**config.mk**
```make
export PLATFORM = sky130hd
export DESIGN_NAME = pipe_stall_ctrl
export DESIGN_NICKNAME = d
export VERILOG_FILES = /design/src/rtl/pipe_stall_ctrl.sv
export SDC_FILE = /design/constraint.sdc
export NUM_CORES = 1
export LEC_CHECK = 0
export ABC_AREA = 1
export BUFFER_PORTS_ARGS = -buffer_cell sky130_fd_sc_hd__buf_4
export CAP_MARGIN = 20
export CORE_UTILIZATION = 48
export CTS_CLUSTER_DIAMETER = 150
export CTS_CLUSTER_SIZE = 14
export DETAILED_ROUTE_END_ITERATION = 16
export GPL_ROUTABILITY_DRIVEN = 1
export GPL_TIMING_DRIVEN = 0
export HOLD_SLACK_MARGIN = 0.08
export PLACE_DENSITY_LB_ADDON = 0.25
export SLEW_MARGIN = 30
export SYNTH_ARGS = -nofsm -noshare
export SYNTH_HDL_FRONTEND = slang
export SYNTH_SLANG_ARGS = --single-unit
```
**constraint.sdc**
```tcl
create_clock -name clk -period 3.2 [get_ports clk]
set_input_delay 0.8 -clock clk [delete_from_list [all_inputs] [get_ports clk]]
set_output_delay 0.8 -clock clk [all_outputs]
set_load 0.01 [all_outputs]
```
**src/rtl/pipe_stall_ctrl.sv**
```systemverilog
// Pipeline stall/flush controller.
// Combines three requests into the 6-bit stall bus and the flush line:
// flush_req (highest priority), the EX multi-cycle busy, and the load-use hazard.
// stall and flush are combinational, so they act in the same cycle as the request.
// Optional build macro STALL_PERF_EN enables the stall-cycle performance counters.
// When it is not defined, both counters read 0 and perf_clr is ignored.
module pipe_stall_ctrl #(
  parameter int MAX_EX_HOLD  = 64,
  parameter int FLUSH_CYCLES = 2
) (
  input  logic        clk,
  input  logic        rst,
  input  logic        stallreq_for_load,
  input  logic        stallreq_for_ex,
  input  logic        flush_req,
  output logic [5:0]  stall,
  output logic        flush,
  output logic        in_load_bubble,
  output logic        hold_timeout,
  input  logic        perf_clr,
  output logic [31:0] load_stall_cnt,
  output logic [31:0] ex_stall_cnt
);

  localparam int         HOLD_W       = $clog2(MAX_EX_HOLD + 1);
  localparam logic [5:0] STALL_NONE   = 6'b000000;
  localparam logic [5:0] STALL_LOAD   = 6'b000111;
  localparam logic [5:0] STALL_EXH    = 6'b001111;
  localparam logic [3:0] FLUSH_RELOAD = 4'(FLUSH_CYCLES - 1);
  localparam logic [HOLD_W-1:0] HOLD_MAX = HOLD_W'(MAX_EX_HOLD);

  typedef enum logic [1:0] {RUN, LOAD_BUB, EX_HOLD, FLUSH} state_t;

  state_t            state, state_nxt;
  logic [3:0]        flush_cnt;
  logic [HOLD_W-1:0] hold_cnt, hold_nxt;
  logic [5:0]        stall_c;
  logic              flush_c, bubble_c;
  logic              flush_load, flush_dec, timeout_set;

  // Next-state and request arbitration; flush_req wins from every state.
  always_comb begin
    state_nxt   = state;
    stall_c     = STALL_NONE;
    flush_c     = 1'b0;
    bubble_c    = (state == LOAD_BUB);
    flush_load  = 1'b0;
    flush_dec   = 1'b0;
    hold_nxt    = hold_cnt;
    timeout_set = 1'b0;
    if (flush_req) begin
      flush_c    = 1'b1;
      flush_load = 1'b1;
      state_nxt  = (FLUSH_CYCLES == 1) ? RUN : FLUSH;
    end else begin
      case (state)
        RUN: begin
          if (stallreq_for_ex) begin
            stall_c   = STALL_EXH;
            hold_nxt  = HOLD_W'(1);
            state_nxt = EX_HOLD;
          end else if (stallreq_for_load) begin
            stall_c   = STALL_LOAD;
            state_nxt = LOAD_BUB;
          end
        end
        LOAD_BUB: begin
          // The load now sits in MEM and forwards, so its request is masked.
          if (stallreq_for_ex) begin
            stall_c   = STALL_EXH;
            hold_nxt  = HOLD_W'(1);
            state_nxt = EX_HOLD;
          end else begin
            state_nxt = RUN;
          end
        end
        EX_HOLD: begin
          // A load request on the release cycle is ignored; EX re-evaluates next cycle.
          if (stallreq_for_ex) begin
            stall_c  = STALL_EXH;
            hold_nxt = (hold_cnt == HOLD_MAX) ? hold_cnt : hold_cnt + HOLD_W'(1);
          end else begin
            state_nxt = RUN;
          end
        end
        FLUSH: begin
          flush_c   = 1'b1;
          flush_dec = (flush_cnt != 4'd0);
          if (flush_cnt <= 4'd1) state_nxt = RUN;
        end
        default: state_nxt = RUN;
      endcase
    end
    // Timeout is raised once the hold count reaches the limit with EX still busy.
    if (stall_c == STALL_EXH && hold_nxt == HOLD_MAX) timeout_set = 1'b1;
  end

  // State, flush/hold counters and the sticky timeout flag.
  always_ff @(posedge clk) begin
    if (!rst) begin
      state        <= RUN;
      flush_cnt    <= 4'd0;
      hold_cnt     <= '0;
      hold_timeout <= 1'b0;
    end else begin
      state    <= state_nxt;
      hold_cnt <= hold_nxt;
      if (flush_load)     flush_cnt <= FLUSH_RELOAD;
      else if (flush_dec) flush_cnt <= flush_cnt - 4'd1;
      if (timeout_set) hold_timeout <= 1'b1;
    end
  end

  assign stall          = rst ? stall_c  : STALL_NONE;
  assign flush          = rst ? flush_c  : 1'b0;
  assign in_load_bubble = rst ? bubble_c : 1'b0;

`ifdef STALL_PERF_EN
  function automatic logic [31:0] sat_inc(input logic [31:0] v);
    return (v == 32'hFFFF_FFFF) ? v : v + 32'd1;
  endfunction

  // Stall-cycle counters; clear has priority over increment.
  always_ff @(posedge clk) begin
    if (!rst || perf_clr) begin
      load_stall_cnt <= 32'd0;
      ex_stall_cnt   <= 32'd0;
    end else begin
      if (stall == STALL_LOAD) load_stall_cnt <= sat_inc(load_stall_cnt);
      if (stall == STALL_EXH)  ex_stall_cnt   <= sat_inc(ex_stall_cnt);
    end
  end
`else
  logic unused_perf_clr;
  assign unused_perf_clr = perf_clr;
  assign load_stall_cnt  = 32'd0;
  assign ex_stall_cnt    = 32'd0;
`endif

endmodule

```
==> metrics.txt <==
Final Cycle Share=about nine tenths; initial cell density of the core=about half; post-synth cell types=29; register area=280 um2; First DRT Iteration DRCs=31; Fin. Hold Viols=0; TritonCTS clock tree=done; switching power=0.185 mW; switching part of the total=34.8%; io pins=79; Primary FF master, synth=dfxtp_1; # diodes=0; critical path required time=2.40 ns; Die Height=~60 um; Syn Std Cell Area=1550 um2; Routed Antenna Nets=0; vias per cell=3.87; Post-DP HPWL=2270 um; Mean Syn Cell Area=approximately 6.6 um2; Filler cells=320; area of the multi-input gates=882 um2; Crit path arrival time=about 2 ns; Final Slew Violations=0; DR WL met3=262 um; Worst-path clk slew=0.09 ns; CTS Root Cell=clkbuf_4; Startpoint Class=input pin; area share of the largest cell type after synthesis=between 30% and 40%; post-DR wirelength/cell=a little under 8 um; CTS Hold Buffers Added=0; die width=58.9 um; first-pass GRT wire length=4160 um; Slew headroom=66.2%; Setup CP Type=input pin to output pin; row cnt=20; Post-Route Skew=0.00212 ns; DR WL met2=approximately 1300 um; Worst Path Max Fanout=10; worst-margin pin slew=around 0.50 ns; clock share of power=25.0%; PortBufs=11; P_leak=around 1.2 nW; drt pass-1 iters=4; register share of total power=between 30% and 40%; CTS Buf Count=3; asr flop ratio synth=0%; number of synthesized register bits=14; Core Region=approximately 3000 um2; Post-synth EDFFs=0; crit path capture type=output pin; DR top layer=met4; clk sinks=14; # H-tree levels=1; min-delay worst type=register to register; GRT Total Usage=15.8%; gpl congestion=0.866; grt ovf=0; final wirelength=about 2800 um; Int Pwr=0.347 mW; Max Clock Freq=350 MHz; RSZ-0062 raised after global routing=false; total negative setup slack=0 ns; fin cells=359; DRC=0; layout cells sized above 1=29.5%; vias in the first global route=1012; P per Cell Area=270 nW/um2; Area Growth Syn to Fin=26.9%; # placed instances=355; sequential share of the synthesized area=between 10% and 20%; Ys Warns=0; Max Root-Sink Buffers=2; # resized after CTS=0; largest area contributor in the netlist=buf_4; final setup fails=0; Synth area leaders=buf_4 (33%), dfxtp_1 (18%), nand2_1 (11%), inv_1 (6.5%), ha_1 (6.4%); Met1 Routed Length=around 1200 um; worst skew pair latency=a little under 0.3 ns; initial antenna violation count=0; Nets=330; Setup Fix Bufs, Post-CTS=0; full die area=3470 um2; Tmin final=2.86 ns; Max VDD drop=around 0.21 mV; Comb pwr share=39.6%; gate count of the mapped netlist=235; run status=finished clean; Vias=1391; largest net degree at the start of global routing=11; max cap viols=0
-- layer usage --
metal  up-vias  GRT usage [%]
li1        756              -
met3         5           1.98
met4         0           8.84
met5         -              0
met2        63           26.8
met1       567           19.2
-- cell families (layout without fill, tap and decap cells) --
| kind of cell | after synthesis | count (layout) | synth area share [%] |
|---|---|---|---|
| and+or+nand+nor | 89 | 89 | 24.7 |
| xor gates and xnor gates | 1 | 1 | 0.564 |
| buffers and inverters | 99 | 114 | 40.9 |
| AOI/OAI and AO/OA | 23 | 23 | 9.10 |
| DFF | 14 | 14 | 18.0 |
| other | 1 | 66 | 0.241 |
| adders and majority gates | 8 | 8 | 6.44 |
-- critical path, stage by stage --
cell    delay [ns]
buf_4         0.14
nor2_2        0.13
buf_6         0.17
inv_1         0.08
nor4_1        0.45
buf_4         0.19
buf_4         0.11
-- cell type report --
type / instances / share of cell area (%)
timing repair buffer: 11 / 4.19
tap: 44 / 2.79
buffer: 71 / 26.9
multi-input combinational: 187 / 44.7
clock buffer: 4 / 1.84
inverter: 28 / 5.33
sequential: 14 / 14.2
-- cells in the final DEF (no fill, tap or decap) --
cell type,netlist,layout
buf_2,1,1
o21ai_0,3,3
nand4_1,2,2
nand2_4,1,1
o211a_1,1,1
buf_4,68,79
clkbuf_1,1,1
nor2_2,2,2
nor3_1,2,2
nand3_1,11,11
nor4_1,1,1
conb_1,1,66
inv_2,1,1
xor2_1,1,1
buf_6,1,1
clkbuf_4,0,3
nor4_2,1,1
inv_1,27,27
clkbuf_8,0,1
nand2_1,46,46
a21o_1,1,1
dfxtp_1,14,14
a21oi_1,11,11
a211oi_1,3,3
a21oi_2,1,1
nor2_1,21,21
o211ai_1,1,1
o21a_1,1,1
ha_1,8,8
nand2_2,2,2
o21bai_1,1,1
-- stage by stage --
stage          cell area, um2  hold slack [ns]  setup WS (ns)  util [%]  total power [mW]
6_report                 1970            0.464          0.341      64.6             0.532
5_1_grt                  1970            0.500          0.254      64.6             0.569
4_1_cts                  1970            0.468          0.344      64.6             0.532
3_5_place_dp             1940            0.452          0.353      63.4             0.399
3_3_place_gp             1940            0.446          0.356      63.4             0.397
2_1_floorplan            1800            0.464          0.496         -             0.367
-- sequential cells by signal, indices dropped and copies added, names as in the netlist --
| register | flops |
|---|---|
| state | 2 |
| hold_timeout | 1 |
| flush_cnt | 4 |
| hold_cnt | 7 |
-- final timing paths --
check | cells after the start | end | startpoint | slack (ns)
min reg2reg | 2 | hold_timeout | hold_timeout | 0.46
max reg2reg | 13 | hold_timeout | state[0] | 1.36
min | 2 | hold_timeout | hold_timeout | 0.46
max | 7 | stall[1] | flush_req | 0.34
-- cells in the mapped netlist (2+ instances only) --
cell and count:
a211oi_1 3, a21oi_1 11, buf_4 68, dfxtp_1 14
ha_1 8, inv_1 27, nand2_1 46, nand2_2 2
nand3_1 11, nand4_1 2, nor2_1 21, nor2_2 2
nor3_1 2, o21ai_0 3
-- power by group through the flow --
stage | registers, mW | logic (mW) | clock network (mW)
finish | 0.188 | 0.211 | 0.133
global route | 0.190 | 0.234 | 0.145
CTS | 0.188 | 0.208 | 0.136
detailed placement | 0.192 | 0.207 | 0
global placement | 0.192 | 0.205 | 0
floorplan | 0.191 | 0.176 | 0
Power figures use the tool's default switching activity.
